## config.mk

```make
export PLATFORM = sky130hd
export DESIGN_NAME = regfile_write_arbiter
export DESIGN_NICKNAME = d
export VERILOG_FILES = /design/src/rtl/regfile_write_arbiter.sv
export SDC_FILE = /design/constraint.sdc
export NUM_CORES = 1
export LEC_CHECK = 0
export CORE_AREA = 2 2 120 122
export DETAILED_ROUTE_END_ITERATION = 8
export DIE_AREA = 0 0 122 124
export HOLD_SLACK_MARGIN = 0.08
export PLACE_DENSITY = 0.77
export SLEW_MARGIN = 40
export SYNTH_ARGS = -nofsm -noshare
export SYNTH_HDL_FRONTEND = slang
export SYNTH_SLANG_ARGS = --single-unit
```

## constraint.sdc

```tcl
create_clock -name Clock -period 8.43 [get_ports Clock]
set_input_delay 2.529 -clock Clock [delete_from_list [all_inputs] [get_ports Clock]]
set_output_delay 2.529 -clock Clock [all_outputs]
set_load 0.02 [all_outputs]
```

## src/rtl/regfile_write_arbiter.sv

```systemverilog
// Two-source register-file write arbiter: ALU and load writebacks share one write port.
// Contested cycles alternate grants and are tallied in a saturating counter.
module regfile_write_arbiter #(
    parameter int unsigned DATA_WIDTH = 64,
    parameter int unsigned ADDR_WIDTH = 6
) (
    input  logic                  Clock,
    input  logic                  Reset,
    input  logic                  AluValid,
    input  logic [ADDR_WIDTH-1:0] AluRegister,
    input  logic [DATA_WIDTH-1:0] AluData,
    output logic                  AluReady,
    input  logic                  MemValid,
    input  logic [ADDR_WIDTH-1:0] MemRegister,
    input  logic [DATA_WIDTH-1:0] MemData,
    output logic                  MemReady,
    input  logic                  Freeze,
    input  logic [ADDR_WIDTH-1:0] ReadRegister1,
    input  logic [ADDR_WIDTH-1:0] ReadRegister2,
    output logic                  RegWrite,
    output logic [ADDR_WIDTH-1:0] WriteRegister,
    output logic [DATA_WIDTH-1:0] WriteData,
    output logic                  ForwardHit1,
    output logic                  ForwardHit2,
    output logic [DATA_WIDTH-1:0] ForwardData,
    output logic [15:0]           ConflictCount
);

    logic                  priorityQ;      // 0: ALU wins next contest, 1: Mem wins
    logic                  regWriteQ;
    logic [ADDR_WIDTH-1:0] writeRegisterQ;
    logic [DATA_WIDTH-1:0] writeDataQ;
    logic [15:0]           conflictCountQ;

    logic                  open;
    logic                  contested;
    logic                  accept;
    logic [ADDR_WIDTH-1:0] selRegister;
    logic [DATA_WIDTH-1:0] selData;

    always_comb begin
        open      = !Freeze && !Reset;
        contested = open && AluValid && MemValid;
        AluReady  = open && AluValid && (!MemValid || !priorityQ);
        MemReady  = open && MemValid && (!AluValid || priorityQ);
        accept    = AluReady || MemReady;
        if (MemReady) begin
            selRegister = MemRegister;
            selData     = MemData;
        end else begin
            selRegister = AluRegister;
            selData     = AluData;
        end
    end

    always_ff @(posedge Clock or posedge Reset) begin
        if (Reset) begin
            priorityQ      <= 1'b0;
            regWriteQ      <= 1'b0;
            writeRegisterQ <= '0;
            writeDataQ     <= '0;
            conflictCountQ <= '0;
        end else begin
            // Writes to index 0 are consumed but never reach the register file.
            regWriteQ <= accept && (selRegister != '0);
            if (accept) begin
                writeRegisterQ <= selRegister;
                writeDataQ     <= selData;
            end
            if (contested) begin
                priorityQ <= !priorityQ;
                if (conflictCountQ != 16'hFFFF) begin
                    conflictCountQ <= conflictCountQ + 16'd1;
                end
            end
        end
    end

    always_comb begin
        RegWrite      = regWriteQ;
        WriteRegister = writeRegisterQ;
        WriteData     = writeDataQ;
        ConflictCount = conflictCountQ;
        ForwardData   = writeDataQ;
        ForwardHit1   = !Reset && regWriteQ && (writeRegisterQ == ReadRegister1)
                        && (writeRegisterQ != '0);
        ForwardHit2   = !Reset && regWriteQ && (writeRegisterQ == ReadRegister2)
                        && (writeRegisterQ != '0);
    end

endmodule

```

After elaboration in Yosys (flattened, before gate mapping)
Cells that the tools add are included.

Add/sub/neg operators: 1. Reductions and logical operators: 23. Equal/unequal tests: 3. Multiplexer cells: 2.

Operators with widths (number): 64-bit two-way mux (1); 16-bit by 1-bit adder with 16-bit output, second input constant (1); 16-bit != test, second input constant (1); 6-bit equality test (2); 1-bit logical AND (12); 6-bit nonzero test (2); 6-bit two-way mux (1); 1-bit zero test (5); 1-bit logical OR (3); 2-bit AND reduction (1).

Output and inout bits: 155. Logic and storage cells: 34. Bits in registers: 88. Bits of input ports: 157.

Longest topological paths before layout
Depth in word-level cells: 7. Gate-level depth with buffers: 6. Gate-level depth less buffers: 5.

Least setup slack after synthesis
Ideal clock, no wire load.

Path kind: input-to-output. Start point: input Reset. End point: output ForwardHit1. Stages on the path: 3. Slack: 155 ps. Arrival: 5746 ps. Cell sequence: inv_1 > o311ai_0 > nor4_1.

Longest elaborated chain between the ends: 4.

RTL lines: from (decl) (RTL line 8) `input logic Reset,`; 1-bit zero test (RTL line 85) `ForwardHit1 = !Reset && regWriteQ && (writeRegisterQ == ReadRegister1)`; 1-bit logical AND (2 in series) (RTL line 85); 1-bit logical AND (RTL line 86) `&& (writeRegisterQ != '0);`; to (decl) (RTL line 23) `output logic ForwardHit1,`.

Every way passes these cells.

Final worst setup path
Start point: input Reset. End point: output ForwardHit2.

Longest elaborated chain between the ends: 4.

RTL lines: 1-bit zero test (RTL line 87) `ForwardHit2 = !Reset && regWriteQ && (writeRegisterQ == ReadRegister2)`; 1-bit logical AND (2 in series) (RTL line 87); 1-bit logical AND (RTL line 88) `&& (writeRegisterQ != '0);`; to (decl) (RTL line 24) `output logic ForwardHit2,`.

Every way passes these cells.

==> summary.txt <==
Outcome
  – Outcome: complete, no violations

Worst setup path
  – Crit path cell chain: clkdlybuf4s50_1 -> clkinv_2 -> o311ai_0 -> nor4_1 -> clkdlybuf4s50_1
  – Worst setup SP type: input port
  – Nature of the critical path endpoint: output pin
  – CP most frequent cell: clkdlybuf4s50_1
  – CP max stage delay: 670 ps
  – Top cell family by delay on the critical path: buffers and inverters
  – Setup slack, reg-to-reg: just over 6000 ps
  – Crit Path Class: in2out
  – Worst EP arrival: 4330 ps
  – Critical Path RT: 5900 ps
  – Slowest cell on crit path: clkdlybuf4s50_1
  – Critical path peak fanout: 3
  – CP bufs+invs: 3

GRT
  – Number of global-route vias before repair: about 4300
  – Largest net degree at the start of global routing: 89
  – Grt ovf: 0
  – First-pass GRT wire length: ~24000 µm
  – Gr usage total: 20.3%
  – Initial antenna violation count: 0

STA
  – Final period utilization: around four fifths
  – Worst slew pin tran: 653 ps
  – Final Hold Slack: 503 ps
  – Final-report hold violation count: 0
  – Achievable frequency: around 150 MHz
  – Clock skew: between 5 and 6 ps
  – Post-route setup TNS: 0 ps
  – RSZ-0062 raised after global routing: false
  – Max-slew headroom: 55.9%
  – Final Max Slew Viols: 0
  – Final setup violation count: 0
  – Minimum clock period: 6860 ps
  – Min setup slack post-route: 1570 ps

Finish
  – Layout fillers: around 1200
  – Commonest cells after routing, fill and taps aside: clkdlybuf4s50_1, dfrtp_1, nor2_1
  – Final Cell Area: 7860 µm²
  – Layout Nets: 874
  – Register Area: 2200 µm²
  – Non-filler cells, final: 900
  – Area of the multi-input gates: just under 2000 µm²
  – Most common cell after layout, fill and taps aside: clkdlybuf4s50_1
  – Share of cells above drive strength 1: 4.03%
  – N_diodes: 0
  – Final Util: 57.3%
  – P&R area growth vs syn: 66.0%

Die
  – Core Region: 13700 µm²
  – Die area: 15100 µm²
  – IO Count: 312
  – Initial Util: 34.5%
  – # rows: 43
  – Die Y: ~120 µm
  – Die width: 122 µm

Placed design
  – Port buffer count: 311
  – DP Worst Slack: 1600 ps
  – Hpwl dp: around 12000 µm
  – Gpl congestion: about 0.80
  – Inst Count DP: 885
  – DP Area: 7570 µm²

Power and ir drop
  – Combinational fraction of design power: between 50% and 60%
  – PD cells: 281 nW/µm²
  – Sw frac: 38.1%
  – Int Pwr: between 1 and 1.5 mW
  – LEAKAGE: 3.61 nW
  – Clk network pwr share: around 18%
  – Final Total Pwr: 2.21 mW
  – Max IR drop VDD: 138 µV
  – Sequential power share: 31.5%
  – Sw power: 0.841 mW

Route
  – Routed wire length: 15900 µm
  – DRT iter0 DRCs: 198
  – Vias per cell: 4.83
  – Post-DR wirelength/cell: approximately 18 µm
  – Routed vias: around 4300
  – ANT nets after route: 0
  – Detailed Routing Iterations Pass 1: 4
  – Remaining DRCs: 0

Yosys
  – Post-synth EDFFs: 0
  – Synth area leader: dfrtp_1
  – Yosys reg bits: 88
  – Syn_nets: 633
  – Syn Inst Count: 475
  – Post-Syn Area: 4740 µm²
  – Share of the synthesized area in the top cell type: 46.5%
  – Top FF cell, synth: dfrtp_1
  – Synth top area cells: dfrtp_1, mux2i_1, buf_4, a21oi_1, nor2_1
  – Post-synth cell types: 32
  – Synthesized area per cell: 9.97 µm²
  – Synth Warn #: 0
  – Async S/R FF share, synth: 100%
  – Sequential fraction of the synthesis area: 46.5%

CTS
  – H-tree Lvls: 3
  – Worst-Skew Late Latency: 340 ps
  – TritonCTS clock tree: done
  – Root buf cell: clkbuf_16
  – CTS hold repair buffers: 0
  – Clk sink count: 88
  – CTS max path bufs: 2
  – Post-CTS Setup Bufs: 0
  – Clock-pin slew on the worst setup and hold paths: about 60 ps
  – CTS Buf Count: 9
  – Gates resized, CTS repair: 0

Job
  – Max-capacitance violation count: 0

Min path
  – Hold Crit Class: reg2reg
area by class of cell:
cell class	instances	share of cell area, %
clock buffers	12	3.14
clock inverters	3	0.541
inverters	4	0.207
multi-input cells	296	25.0
flip-flops and latches	88	28.0
well taps	180	2.87
repair buffers	317	40.2
worst paths after layout:
kind                       depth (start not counted)              end      start
setup reg to reg                                   6   ForwardData[4]  priorityQ
min in group asynchronous                          3  ForwardData[36]      Reset
hold / removal                                     1        priorityQ  priorityQ
max in group asynchronous                          4  ForwardData[44]      Reset
setup / recovery                                   5      ForwardHit2      Reset
hold reg to reg                                    1        priorityQ  priorityQ
worst reg2reg max path, delay by kind of cell (launching register included):
| kind | cells | cell delay, ps |
|---|---|---|
| AND/OR/NAND/NOR | 2 | 230 |
| flip-flops | 1 | 380 |
| AO/OA/AOI/OAI | 1 | 90 |
| buffers and inverters | 2 | 1160 |
| multiplexers | 1 | 310 |
flip-flops by register name (all words and copies together) (netlist names):
| signal | cells |
|---|---|
| RegWrite | 1 |
| ConflictCount | 16 |
| priorityQ | 1 |
| WriteRegister | 6 |
| ForwardData | 64 |
logic make-up (layout without fill, tap and decap cells):
logic type,after synthesis,in the layout,share of synthesized area (%)
xor gates and xnor gates,27,27,4.99
and+or+nand+nor,123,123,12.5
buffers and inverters,91,336,12.5
muxes,72,72,15.3
adders and majority gates,1,1,0.264
DFF,88,88,46.5
AOI/OAI and AO/OA,73,73,7.90
power by group through the flow:
stage / Sequential (mW) / Clock (mW) / Combinational (mW)
finish: 0.695 / 0.397 / 1.12
detailed placement: 0.703 / 0 / 1.13
floorplan: 0.825 / 0 / 0.505
CTS: 0.698 / 0.406 / 1.13
global route: 0.715 / 0.422 / 1.18
global placement: 0.693 / 0 / 1.11
synthesized netlist by cell type, types with 2 or more instances:
| cell type | count |
|---|---|
| nand4_2 | 2 |
| buf_4 | 64 |
| xor2_1 | 17 |
| a21oi_1 | 70 |
| mux2i_1 | 70 |
| and3_1 | 3 |
| nand4_1 | 4 |
| xnor2_1 | 10 |
| dfrtp_1 | 88 |
| nor4b_1 | 2 |
| nor4_1 | 4 |
| nand2_1 | 10 |
| clkbuf_1 | 14 |
| buf_2 | 9 |
| nor2_1 | 72 |
| or4_1 | 3 |
| inv_1 | 4 |
| nand3_1 | 5 |
| nor3_1 | 11 |
metal layers:
| metal | global-route usage [%] | part of all wire (%) |
|---|---|---|
| met5 | 0 | 0 |
| met3 | 5.86 | 8.0 |
| met2 | 35.8 | 52 |
| met1 | 23.7 | 39 |
| met4 | 7.04 | 1.6 |
Power figures use the tool's default switching activity.
